`src/rtl/game_pkg.sv`:
```
// Shared encodings for the rock/paper/scissors game: choices, round results,
// datapath state and the default match length.
package game_pkg;

    localparam logic [1:0] CH_ROCK     = 2'd0;
    localparam logic [1:0] CH_PAPER    = 2'd1;
    localparam logic [1:0] CH_SCISSORS = 2'd2;
    localparam logic [1:0] CH_ILLEGAL  = 2'd3;

    localparam logic [1:0] RES_TIE = 2'd0;
    localparam logic [1:0] RES_P1  = 2'd1;
    localparam logic [1:0] RES_P2  = 2'd2;

    localparam int DEFAULT_WIN_SCORE = 3;

    typedef enum logic [1:0] {
        ST_IDLE    = 2'd0,
        ST_COLLECT = 2'd1,
        ST_READY   = 2'd2
    } state_t;

    // Winner from an explicit beats-table rather than modular arithmetic.
    function automatic logic [1:0] round_winner(input logic [1:0] p1, input logic [1:0] p2);
        logic [1:0] res;
        res = RES_TIE;
        case ({p1, p2})
            {CH_PAPER,    CH_ROCK}:     res = RES_P1;
            {CH_SCISSORS, CH_PAPER}:    res = RES_P1;
            {CH_ROCK,     CH_SCISSORS}: res = RES_P1;
            {CH_ROCK,     CH_PAPER}:    res = RES_P2;
            {CH_PAPER,    CH_SCISSORS}: res = RES_P2;
            {CH_SCISSORS, CH_ROCK}:     res = RES_P2;
            default:                    res = RES_TIE;
        endcase
        return res;
    endfunction

endpackage

```
`src/rtl/choice_latch.sv`:
```
// Per-player move capture: filters illegal choices, latches the first legal
// move while enabled, and supports a forced rock lock for the round timeout.
module choice_latch
    import game_pkg::*;
(
    input  logic       clk,
    input  logic       reset,
    input  logic       drop_i,
    input  logic       enable_i,
    input  logic       force_lock_i,
    input  logic       valid_i,
    input  logic [1:0] choice_i,
    output logic       locked_o,
    output logic [1:0] choice_o
);

    logic       locked_q, locked_d;
    logic [1:0] choice_q, choice_d;

    always_comb begin
        locked_d = locked_q;
        choice_d = choice_q;
        if (drop_i) begin
            locked_d = 1'b0;
            choice_d = CH_ROCK;
        end else if (enable_i && !locked_q) begin
            // A genuine legal strobe wins over a simultaneous forced lock.
            if (valid_i && choice_i != CH_ILLEGAL) begin
                locked_d = 1'b1;
                choice_d = choice_i;
            end else if (force_lock_i) begin
                locked_d = 1'b1;
                choice_d = CH_ROCK;
            end
        end
    end

    always_ff @(posedge clk) begin
        if (reset) begin
            locked_q <= 1'b0;
            choice_q <= CH_ROCK;
        end else begin
            locked_q <= locked_d;
            choice_q <= choice_d;
        end
    end

    assign locked_o = locked_q;
    assign choice_o = choice_q;

endmodule

```
`src/rtl/round_datapath.sv`:
```
// Round datapath: collects both moves, resolves the winner, keeps saturating
// scores. Optional move-collection timeout enabled by ROUND_TIMEOUT_EN.
module round_datapath
    import game_pkg::*;
#(
    parameter int WIN_SCORE      = DEFAULT_WIN_SCORE,
    parameter int SCORE_W        = 2,
    parameter int TIMEOUT_CYCLES = 50000000
) (
    input  logic               clk,
    input  logic               reset,
    input  logic               clear,
    input  logic               start_round,
    input  logic               p1_valid,
    input  logic [1:0]         p1_choice,
    input  logic               p2_valid,
    input  logic [1:0]         p2_choice,
    output logic               p1_locked,
    output logic               p2_locked,
    output logic               round_ready,
    output logic [8:0]         combo,
    output logic [1:0]         round_result,
    output logic [SCORE_W-1:0] p1_score,
    output logic [SCORE_W-1:0] p2_score,
    output logic               match_over,
    output logic               p1_won
);

    localparam logic [SCORE_W-1:0] WIN_Q = SCORE_W'(WIN_SCORE);

    if (WIN_SCORE < 1 || WIN_SCORE >= (1 << SCORE_W) || TIMEOUT_CYCLES < 2) begin : g_param_check
        $error("round_datapath: WIN_SCORE must fit SCORE_W and TIMEOUT_CYCLES must be >= 2");
    end

    state_t             state_q, state_d;
    logic [SCORE_W-1:0] p1_score_q, p1_score_d;
    logic [SCORE_W-1:0] p2_score_q, p2_score_d;
    logic [1:0]         p1_sel, p2_sel;
    logic [1:0]         winner;
    logic               start_accept, resolve, drop_locks, collecting, timeout_hit;

    assign collecting   = (state_q == ST_COLLECT);
    assign match_over   = (p1_score_q == WIN_Q) || (p2_score_q == WIN_Q);
    assign p1_won       = (p1_score_q == WIN_Q);
    // A finished match parks in READY; only clear/reset can leave it.
    assign start_accept = start_round && !(state_q == ST_READY && match_over);
    assign drop_locks   = clear || start_accept;
    assign resolve      = collecting && p1_locked && p2_locked && !start_round;
    assign winner       = round_winner(p1_sel, p2_sel);

`ifdef ROUND_TIMEOUT_EN
    localparam int CNT_W = $clog2(TIMEOUT_CYCLES);
    logic [CNT_W-1:0] tmo_cnt_q, tmo_cnt_d;

    assign timeout_hit = collecting && (tmo_cnt_q == CNT_W'(TIMEOUT_CYCLES - 1));

    always_comb begin
        tmo_cnt_d = tmo_cnt_q;
        if (drop_locks)
            tmo_cnt_d = '0;
        else if (collecting && !timeout_hit)
            tmo_cnt_d = tmo_cnt_q + 1'b1;
    end

    always_ff @(posedge clk) begin
        if (reset)
            tmo_cnt_q <= '0;
        else
            tmo_cnt_q <= tmo_cnt_d;
    end
`else
    assign timeout_hit = 1'b0;
`endif

    choice_latch u_p1_latch (
        .clk          (clk),
        .reset        (reset),
        .drop_i       (drop_locks),
        .enable_i     (collecting),
        .force_lock_i (timeout_hit),
        .valid_i      (p1_valid),
        .choice_i     (p1_choice),
        .locked_o     (p1_locked),
        .choice_o     (p1_sel)
    );

    choice_latch u_p2_latch (
        .clk          (clk),
        .reset        (reset),
        .drop_i       (drop_locks),
        .enable_i     (collecting),
        .force_lock_i (timeout_hit),
        .valid_i      (p2_valid),
        .choice_i     (p2_choice),
        .locked_o     (p2_locked),
        .choice_o     (p2_sel)
    );

    always_comb begin
        state_d    = state_q;
        p1_score_d = p1_score_q;
        p2_score_d = p2_score_q;
        if (clear) begin
            state_d    = ST_IDLE;
            p1_score_d = '0;
            p2_score_d = '0;
        end else if (start_accept) begin
            state_d = ST_COLLECT;
        end else if (resolve) begin
            state_d = ST_READY;
            if (winner == RES_P1 && p1_score_q != WIN_Q)
                p1_score_d = p1_score_q + 1'b1;
            if (winner == RES_P2 && p2_score_q != WIN_Q)
                p2_score_d = p2_score_q + 1'b1;
        end
    end

    always_ff @(posedge clk) begin
        if (reset) begin
            state_q    <= ST_IDLE;
            p1_score_q <= '0;
            p2_score_q <= '0;
        end else begin
            state_q    <= state_d;
            p1_score_q <= p1_score_d;
            p2_score_q <= p2_score_d;
        end
    end

    assign round_ready  = (state_q == ST_READY);
    assign round_result = round_ready ? winner : RES_TIE;
    assign p1_score     = p1_score_q;
    assign p2_score     = p2_score_q;

    // One decode per combination input of the controller.
    for (genvar gi = 0; gi < 9; gi++) begin : g_combo
        assign combo[gi] = round_ready
                        && (p1_sel == 2'(gi / 3))
                        && (p2_sel == 2'(gi % 3));
    end

endmodule

```
`config.mk`:
```
export PLATFORM = sky130hd
export DESIGN_NAME = round_datapath
export DESIGN_NICKNAME = d
export VERILOG_FILES = /design/src/rtl/game_pkg.sv /design/src/rtl/choice_latch.sv /design/src/rtl/round_datapath.sv
export SDC_FILE = /design/constraint.sdc
export NUM_CORES = 1
export LEC_CHECK = 0
export CAP_MARGIN = 30
export CELL_PAD_IN_SITES_DETAIL_PLACEMENT = 0
export CELL_PAD_IN_SITES_GLOBAL_PLACEMENT = 1
export CORE_MARGIN = 4
export CORE_UTILIZATION = 32
export CTS_BUF_LIST = sky130_fd_sc_hd__clkbuf_4
export DETAILED_ROUTE_END_ITERATION = 16
export GPL_TIMING_DRIVEN = 0
export PLACE_DENSITY_LB_ADDON = 0.05
export SLEW_MARGIN = 20
export SYNTH_ARGS = -nofsm -noshare
export SYNTH_HDL_FRONTEND = slang
export SYNTH_SLANG_ARGS = --single-unit
```
`constraint.sdc`:
```
create_clock -name clk -period 5 [get_ports clk]
set_input_delay 0.5 -clock clk [delete_from_list [all_inputs] [get_ports clk]]
set_output_delay 0.5 -clock clk [all_outputs]
set_load 0.005 [all_outputs]
```
# Yosys cells after proc, flatten, opt, wreduce, memory -nomap -nowiden
# Cells that the tools add are included.
[totals]
mem_bits_ro = 0
ramBits = 0
latch_bits = 0
n_memories = 0
output_inout_bits = 20
elab_cells = 76
regBits = 12
[op_classes]
bitwise_logic = 1
n_mul = 0
n_shift = 0
eq_ne = 20
div_mod_pow = 0
n_reduce_logical = 41
n_mux = 4
n_addsub = 2
magnitude_cmp = 0
[op_table]
columns = ["cell", "count"]
rows = [
  ["1-bit logical AND", 23],
  ["2-bit == test (second input constant)", 6],
  ["3-bit OR reduction", 3],
  ["2-bit by 1-bit == test with 1-bit output (second input constant)", 4],
  ["4-bit by 3-bit == test with 1-bit output (second input constant)", 2],
  ["4-bit == test (second input constant)", 2],
  ["2-bit inequality test (second input constant)", 4],
  ["3-bit AND reduction", 2],
  ["2-bit by 1-bit adder with 2-bit output (second input constant)", 2],
  ["4-bit by 1-bit == test with 1-bit output (second input constant)", 1],
  ["4-bit by 2-bit == test with 1-bit output (second input constant)", 1],
  ["1-bit logical NOT", 4],
  ["2-bit logical NOT", 2],
  ["2-bit case mux with 2 select lines", 1],
  ["2-bit AND reduction", 2],
  ["2-bit OR reduction", 2],
  ["1-bit logical OR", 2],
  ["1-bit two-way mux", 2],
  ["2-bit two-way mux", 1],
  ["2-bit nonzero test", 1],
  ["1-bit NOT", 1],
]

# Depth between registers and ports, before layout
# Gate-level depths: netlist (run 1).
[logic_depth]
depth_word = 7
mapped_depth = 5
ltp_nobuf = 5

# Modules after synthesis
# From an unflattened synthesis (run 1), not the netlist that was laid out.
[unflattened]
hier_cells = 98
hier_area_um2 = 783.3
[modules_own_cells]
columns = ["module", "n_inst", "area_each_um2", "cells_each"]
rows = [
  ["round_datapath", 1, 480.5, 64],
  ["choice_latch", 2, 151.4, 17],
]

# Least setup slack after synthesis (run 1)
# Ideal clock, no wire load.
[synth_timing]
kind = "reg2out"
from = "reg u_p1_latch.choice_q[0] (netlist: u_p1_latch.choice_o[0])"
to = "out round_result[0]"
n_path_buf = 1
setup_slack_ns = 3.310
arrival_ns = 1.190
path_stages_with_launch = 5
cell_sequence = "dfxtp_1 buf_6 or4b_1 o211a_2 nor2_1"
[synth_between]
elab_chain_cells = 4
elab_cells_between_ends = 10
[synth_rtl]
columns = ["item", "line_no", "source"]
rows = [
  ["from (decl)", "choice_latch.sv:18", "logic [1:0] choice_q, choice_d;"],
  ["from (signal assigned)", "choice_latch.sv:44", "choice_q <= choice_d;"],
  ["4-bit == test (tied with other cells)", "game_pkg.sv:26", "case ({p1, p2})"],
  ["3-bit OR reduction (no source line)", "-", ""],
  ["2-bit case mux with 2 select lines (*)", "game_pkg.sv:26", ""],
  ["2-bit two-way mux (*)", "round_datapath.sv:131", "assign round_result = round_ready ? winner : RES_TIE;"],
  ["to (decl)", "round_datapath.sv:22", "output logic [1:0] round_result,"],
]
# Every way passes the cells marked *; elsewhere a longest branch is shown, timed or not.

# Final worst setup path (run 1)
[layout_timing]
from = "reg state_q[0]"
to = "out combo[0]"
[layout_between]
elab_chain_cells = 3
[layout_rtl]
columns = ["item", "line_no", "source"]
rows = [
  ["from (decl)", "round_datapath.sv:35", "state_t state_q, state_d;"],
  ["from (signal assigned)", "round_datapath.sv:124", "state_q <= state_d;"],
  ["2-bit == test", "round_datapath.sv:130", "assign round_ready = (state_q == ST_READY);"],
  ["1-bit logical AND", "round_datapath.sv:138", "&& (p1_sel == 2'(gi / 3))"],
  ["1-bit logical AND", "round_datapath.sv:139", "&& (p2_sel == 2'(gi % 3));"],
  ["to (decl)", "round_datapath.sv:21", "output logic [8:0] combo,"],
]
# No other way between the ends.

==> results of run 1 <==
==> tightest hold or removal path, cell delays in order, from the launching register on <==
cell,delay (ns)
sky130_fd_sc_hd__dfxtp_1,0.33
sky130_fd_sc_hd__o21ai_0,0.07
sky130_fd_sc_hd__a21oi_1,0.06
==> metrics by stage <==
stage          setup slack [ns]  hold slack (ns)
6_report                   2.47            0.502
5_1_grt                    2.28            0.533
4_1_cts                    2.45            0.499
3_5_place_dp               2.76            0.484
3_3_place_gp               2.76            0.480
2_1_floorplan              3.31            0.468
==> Yosys cell counts (all sizes together) <==
library cell,number
mux2i,4
or4b,2
nor3,3
inv,4
or2b,1
o211ai,1
nand2b,4
nand4,2
o21ai,5
nand4b,1
nor2b,1
or2,1
o211a,1
xnor2,1
or3,5
buf,2
dfxtp,12
o31ai,1
o32a,1
ha,2
nand2,6
a21oi,6
or3b,1
nor2,14
clkbuf,1
nor4,3
==> cell usage in the layout, fill, tap and decap left out, types with 3 or more instances in the layout <==
cell / instances
sky130_fd_sc_hd__a21oi_1: 6
sky130_fd_sc_hd__clkbuf_4: 3
sky130_fd_sc_hd__clkdlybuf4s50_1: 29
sky130_fd_sc_hd__dfxtp_1: 12
sky130_fd_sc_hd__inv_1: 4
sky130_fd_sc_hd__mux2i_1: 4
sky130_fd_sc_hd__nand2_1: 6
sky130_fd_sc_hd__nand2b_1: 4
sky130_fd_sc_hd__nor2_1: 14
sky130_fd_sc_hd__nor3_1: 3
sky130_fd_sc_hd__nor4_1: 3
sky130_fd_sc_hd__o21ai_0: 5
sky130_fd_sc_hd__or3_1: 5
==> how the worst max path moves through the flow <==
| stage | to | startpoint | slack, ns |
|---|---|---|---|
| floorplan | round_result[0] | u_p1_latch.choice_o[0] | 3.31 |
| global placement | combo[0] | state_q[0] | 2.76 |
| detailed placement | combo[0] | state_q[0] | 2.76 |
| CTS | combo[0] | state_q[0] | 2.45 |
| global route | combo[0] | state_q[0] | 2.28 |
| finish | combo[0] | state_q[0] | 2.47 |
==> flip-flops by register name, indices dropped and copies added, names as in the netlist <==
signal and flops:
u_p2_latch.locked_o 1, p2_score 2, state_q 2, u_p2_latch.choice_o 2, u_p1_latch.choice_o 2, u_p1_latch.locked_o 1
p1_score 2
==> cells by family after synthesis <==
group	count (synthesis)	share of synthesized area, %
simple gates	44	34.6
compound gates	15	13.2
flops	12	35.3
buf+inv	7	6.06
mux	4	5.88
fa+ha+maj	2	3.68
xor+xnor	1	1.29
==> per-layer routing <==
metal,track usage (%),part of all wire (%)
met1,16.4,46
met3,2.22,6.4
met2,22.5,46
met4,7.47,1.8
met5,0,0
==> area by class of cell <==
class                           instances  area [um^2]
Fill cell                             206          951
Multi-Input combinational cell         66          399
Timing Repair Buffer                   29          290
Sequential cell                        12          240
Tap cell                               27         33.8
Buffer                                  3         26.3
Clock buffer                            3         22.5
Inverter                                4         15.0
Clock inverter                          1         3.75
==> power by group through the flow <==
stage / Clock, mW / Combinational, mW / Sequential (mW)
3_3_place_gp: 0 / 0.0140 / 0.0989
4_1_cts: 0.0654 / 0.0144 / 0.0966
3_5_place_dp: 0 / 0.0143 / 0.0988
2_1_floorplan: 0 / 0.00481 / 0.0987
5_1_grt: 0.0693 / 0.0154 / 0.0967
6_report: 0.0643 / 0.0142 / 0.0966
==> impl.org, run 1 <==
** Run status
- Status :: completed

** Clock network
- CTS tree :: yes
- Clock tree synthesis found a total of 12 sinks.
- In this run, post-CTS repair resized a total of 0 instances.
- Setup fix buffers added after clock tree synthesis :: 0
- In this run the clock root is driven by a sky130_fd_sc_hd__clkbuf_4.
- Clock tree synthesis inserted a total of 3 buffers.
- Buffers inserted to repair hold after CTS numbered 0.
- Clock insertion delay at the later pin of the skew report :: 0.28 ns
- Maximum clock insertion buffer count :: 2
- Number of H-tree branching levels :: 1
- Clock-pin transition on the worst setup and hold timing paths :: 0.08 ns

** Power
- Internal :: 0.134 mW
- Total net switching power :: 0.0415 mW
- The completed layout was analyzed and its total power is 0.175 mW.
- For this design the ratio of total power to cell area is 170 nW/um^2.
- VDD sags by at most 0.120 mV.
- Portion of total power attributed to combinational logic :: 8.1%
- Sequential share of power :: 55.2%
- Per report_power, the clock group accounts for 36.7% of the total.
- For this design the static power due to leakage is 0.364 nW.
- Net switching is 23.7% of the power.

** Synthesis
- Largest area contributor in the synthesized netlist :: sky130_fd_sc_hd__dfxtp_1
- Number of distinct library cell variants in the gate-level netlist after synthesis :: 26
- Largest cells by area after synthesis :: sky130_fd_sc_hd__dfxtp_1, sky130_fd_sc_hd__nor2_1, sky130_fd_sc_hd__mux2i_1
- After synthesis the netlist holds a flip-flop and latch count of 12.
- The share of synthesized area in the top cell type comes to 35.3%.
- Counting every instance in the synthesized netlist gives 85.
- Share of the yosys chip area belonging to registers :: 35.3%
- In this run the mean area of a mapped cell was 8.01 um^2.
- Counting every net in the synthesized netlist gives 97.
- Cell area after synthesis :: 681 um^2
- YS warnings :: 0

** Die
- The die covers 2930 um^2.
- Number of ports placed on the die boundary :: 30
- In this run the vertical extent of the chip is 54.1 um.
- Area inside the core boundary :: 1980 um^2
- After floorplanning, the core was divided into 16 placement rows.
- From left edge to right edge, the die measures 54.1 um.
- Initial Utilization :: 34.3%

** Route
- Dividing the detail-routed wire length by the instance count gives 12.2 um.
- DRC :: 0
- Summing over every cut layer, the via total after detailed routing is 733.
- The first detailed-routing pass took 4 iterations.
- Antenna viol nets, final :: 0
- Violation count after the first detailed-route iteration :: 11
- Drt via density :: 5.06
- Routed wire length :: 1.76 mm

** Global route
- The number of global-route vias before repair came to 658.
- Largest net degree at the start of global routing :: 11
- Overall Global Routing Usage :: 13.6%
- Total congestion overflow :: 0
- The initial antenna violation count came to 0.
- The first global-routing pass estimated 2.88 mm of wire.

** Final layout
- Final core utilization :: 52.0%
- Post-layout net count :: 131
- Fin cells :: 145
- Final design instance area without fill :: 1030 um^2
- Relative to the synthesized area, the layout overhead comes to 51.5%.
- Number of antenna repair diodes :: 0
- Cells with a size suffix above 1 make up 5.93% of the layout.

** Critical path
- Critical path startpoint category :: flop
- Counting buffers and inverters, the worst setup path is 5 cells deep.
- Kind of critical path :: reg -> out
- For the worst setup path, the data required time is 4.50 ns.
- Data arrives at the worst endpoint at 2.03 ns.
- Number of cells on the worst reg-to-reg path :: 5
- Endpoint of the worst register-to-register path :: p1_score[0]
- The worst register-to-register path begins at u_p1_latch.choice_o[0].
- Cell family contributing the most delay on the critical path :: buffers and inverters
- The signal on the critical path passes through nand2b_1 -> clkbuf_1 -> or3_1 -> nor3_1 -> clkdlybuf4s50_1.
- The largest single stage delay on the critical path is 0.52 ns.
- R2r setup slk :: 3.33 ns
- The worst setup path is captured at a primary output.
- Counting both buffers and inverters, the worst setup path holds a total of 2.
- The slowest stage of the critical path belongs to the cell sky130_fd_sc_hd__clkdlybuf4s50_1.
- In this run the worst path has a maximum fanout of 10.

** STA
- Setup violations remaining at the end of the flow were counted as 0.
- Worst slew pin tran :: 0.387 ns
- Of the available clock period, the critical path in the final layout requires 50.6%.
- Final hold violation count :: 0
- The worst pin sits at a relative slew slack of 74.2%.
- Setup total negative slack :: 0 ns
- Timing would allow up to 0.395 GHz.
- The final number of max-transition violations was 0.
- The worst path in the final design needs a cycle of 2.53 ns, including I/O delays and setup.
- Clock skew on the completed layout was measured at 0.00412 ns.
- Unrepaired setup endpoints after global routing :: false

** Worst hold path
- Endpoint with the worst hold slack :: p2_score[1]
- Along the worst hold path, the cell count comes to 2.
- Hold wc startpoint :: p2_score[1]
- The min-delay analysis places its worst path in the category reg -> reg.

** Placement
- After detailed placement, the design holds a cell count of 141.
- Routability-driven placement finished with a final weighted congestion of 0.681.
- In this run the cell area measured after placement is 1000 um^2.
- Once detailed placement completed, the half-perimeter wirelength came to 1.38 mm.
- Port Buf Inserts :: 29

** Job
- Number of max-cap violations :: 0
No activity file was read; power rests on OpenSTA's default activity.
==> run 2, diff against run 1 <==
--- a/config.mk
+++ b/config.mk
@@ -9,7 +9,7 @@
 export CELL_PAD_IN_SITES_DETAIL_PLACEMENT = 0
 export CELL_PAD_IN_SITES_GLOBAL_PLACEMENT = 1
 export CORE_MARGIN = 4
-export CORE_UTILIZATION = 32
+export CORE_UTILIZATION = 27
 export CTS_BUF_LIST = sky130_fd_sc_hd__clkbuf_4
 export DETAILED_ROUTE_END_ITERATION = 16
 export GPL_TIMING_DRIVEN = 0
==> constraint.sdc (replaced) <==
create_clock -name clk -period 2.3 [get_ports clk]
set_input_delay 0.23 -clock clk [delete_from_list [all_inputs] [get_ports clk]]
set_output_delay 0.23 -clock clk [all_outputs]
set_load 0.005 [all_outputs]
==> impl.org, run 2 (synthesized netlist as in run 1, its figures left out) <==
** Placement
- Once placement finished, the instance area stood at 1010 um^2.
- Once detailed placement completed, the half-perimeter wirelength came to 1.36 mm.
- At the end of routability-driven placement, the weighted congestion stood at 0.662.
- Input and output buffers added on the ports amount to 29.

** Critical path
- R2R Path Start :: u_p1_latch.choice_o[0]
- The setup check on the worst reg-to-reg path leaves a slack of 0.59 ns.
- The worst setup path is of the reg -> out kind.
- The worst register-to-register path ends at p1_score[0].
- Data on the critical path arrives at its endpoint at 1.95 ns.
- Measured in cells, the most critical reg-to-reg path has a length of 5.
- Maximum fanout encountered on the critical timing path :: 10
- The worst setup path is captured at a primary output.
- STA classifies the critical path startpoint as a flop.
- STA puts the critical path data required time at 2.07 ns.

** Global route
- Global routing finished with a remaining overflow of 0.
- Most congested layer reported by global routing :: met2
- Fraction of met1 tracks used by global routing :: 14.4%
- Vias in the first global route :: 633
- The first global-routing pass estimated 2.99 mm of wire.
- Global routing consumed, over all layers together, 11.3% of the routing resources.
- In the global route stage, met3 resource usage came out at 3.79%.
- Initial antenna violation count :: 0
- Global routing used 18.2% of the available met2 tracks.
- Largest net degree at the start of global routing :: 11

** Route
- After the first detailed-routing iteration, the DRC count stood at 16.
- DRC :: 0
- Routed wire length :: 1.75 mm
- Drt via density :: 4.93
- Via Count :: 715
- Once detail routing completed, the nets flagged for antenna violations numbered 0.
- The first TritonRoute pass finished after 4 iterations.
- In the final routed layout, each cell accounts on average for 12.1 um.

** Clock network
- Post-CTS repair changed the size of 0 cells.
- Root buf cell :: sky130_fd_sc_hd__clkbuf_4
- Clock insertion delay at the later pin of the skew report :: 0.27 ns
- Setup fix buffers added after clock tree synthesis :: 0
- Number of H-tree branching levels :: 1
- CTS tree :: yes
- Clock-pin transition on the worst setup and hold timing paths :: 0.08 ns
- Maximum clock insertion buffer count :: 2
- Post-CTS Hold Buffers :: 0
- TritonCTS created 3 clock buffers.
- CTS saw 12 sinks.

** Die
- The floorplan step defined a core boundary enclosing 2300 um^2.
- Die footprint :: 3390 um^2
- The floorplan has 17 rows.
- In this run the horizontal extent of the chip is 58.2 um.
- Number of ports placed on the die boundary :: 30
- Die extent in y :: 58.2 um
- Initial Utilization :: 29.6%

** Final layout
- Post-layout net count :: 130
- The library cell used most frequently in the layout, excluding fill and tap cells, is sky130_fd_sc_hd__clkdlybuf4s50_1.
- Number of antenna repair diodes :: 0
- Layout-stage area growth over the synthesis result :: 53.1%
- Counting the fill cells in the layout gives 245.
- Most frequent cells in the layout :: sky130_fd_sc_hd__clkdlybuf4s50_1, sky130_fd_sc_hd__nor2_1, sky130_fd_sc_hd__dfxtp_1
- Combined flip-flop and latch cell area :: 241 um^2
- Of the cells placed in the final design, the portion with a size suffix greater than 1 is 7.69%.
- Multi-input combinational cell area :: 409 um^2
- Final design instance area without fill :: 1040 um^2

** STA
- Final setup violation count :: 0
- For the final database, setup skew stands at 0.00397 ns.
- The hold violation count in the final report is 0.
- Share of the clock period used by the worst path after layout :: 94.8%
- Worst slew pin tran :: 0.268 ns
- The worst path in the final design needs a cycle of 2.18 ns, including I/O delays and setup.
- Fmax :: 0.459 GHz
- The final number of max-transition violations is 0.
- Unrepaired setup endpoints after global routing :: false
- Max_slew headroom :: 82.1%
- Setup total negative slack :: 0 ns

** Worst hold path
- In this run the most critical hold path is launched from u_p1_latch.locked_o.
- The tightest min-delay check is of the reg -> reg type.
- Along the worst hold path, the cell count comes to 2.
- Endpoint with the worst hold slack :: u_p1_latch.locked_o

** Power
- IR analysis of the VDD net gives a maximum drop of 0.346 mV.
- Power density relative to cell area :: 361 nW/um^2
- For this design the static power due to leakage is 0.382 nW.

** Run status
- The run finished with clean final reports.

** Job
- Number of max-cap violations :: 0
## run 2: final cells by class
class,count,area share (%)
Buffer,2,2.16
Clock buffer,3,2.16
Clock inverter,1,0.360
Inverter,4,1.44
Multi-Input combinational cell,66,39.3
Sequential cell,12,23.2
Tap cell,28,3.36
Timing Repair Buffer,29,28.1
## run 2: routing by layer
metal | wire (um) | up-vias
met5 | 0 | -
met3 | 146 | 2
met4 | 12 | 0
li1 | - | 368
met2 | 752 | 22
met1 | 842 | 323
## run 2: critical path, stage by stage (launching register included)
cell and delay, ns:
sky130_fd_sc_hd__dfxtp_1 0.33, sky130_fd_sc_hd__nand2b_2 0.26, sky130_fd_sc_hd__or3_1 0.40, sky130_fd_sc_hd__nor3_1 0.16
sky130_fd_sc_hd__clkdlybuf4s50_1 0.53
## run 2: worst max path at each step
| stage | slack [ns] | start | to | depth (start not counted) |
|---|---|---|---|---|
| floorplan | 0.71 | u_p1_latch.choice_o[0] | p1_score[0] | 5 |
| global placement | 0.32 | state_q[0] | combo[0] | 5 |
| detailed placement | 0.31 | state_q[0] | combo[0] | 5 |
| CTS | 0.006 | state_q[0] | combo[0] | 5 |
| global route | 0.04 | state_q[0] | combo[0] | 4 |
| finish | 0.12 | state_q[0] | combo[0] | 4 |
## run 2: power breakdown
part	leakage, nW	internal (mW)	switching, mW
sequential	0.0973	0.209	0.00111
clock	0.0154	0.0627	0.0726
combinational	0.269	0.0190	0.0119
total	0.382	0.291	0.0856
## run 2: per-stage QoR
| step | hold slack, ns | worst slack, ns | power [mW] | instances | util (%) |
|---|---|---|---|---|---|
| 2_1_floorplan | 0.374 | 0.707 | 0.225 | 85 | - |
| 3_3_place_gp | 0.486 | 0.316 | 0.245 | 142 | 43.8 |
| 3_5_place_dp | 0.486 | 0.313 | 0.246 | 142 | 43.8 |
| 4_1_cts | 0.500 | 0.00620 | 0.380 | 146 | 44.9 |
| 5_1_grt | 0.549 | 0.0448 | 0.400 | 145 | 45.4 |
| 6_report | 0.497 | 0.120 | 0.376 | 145 | 45.4 |
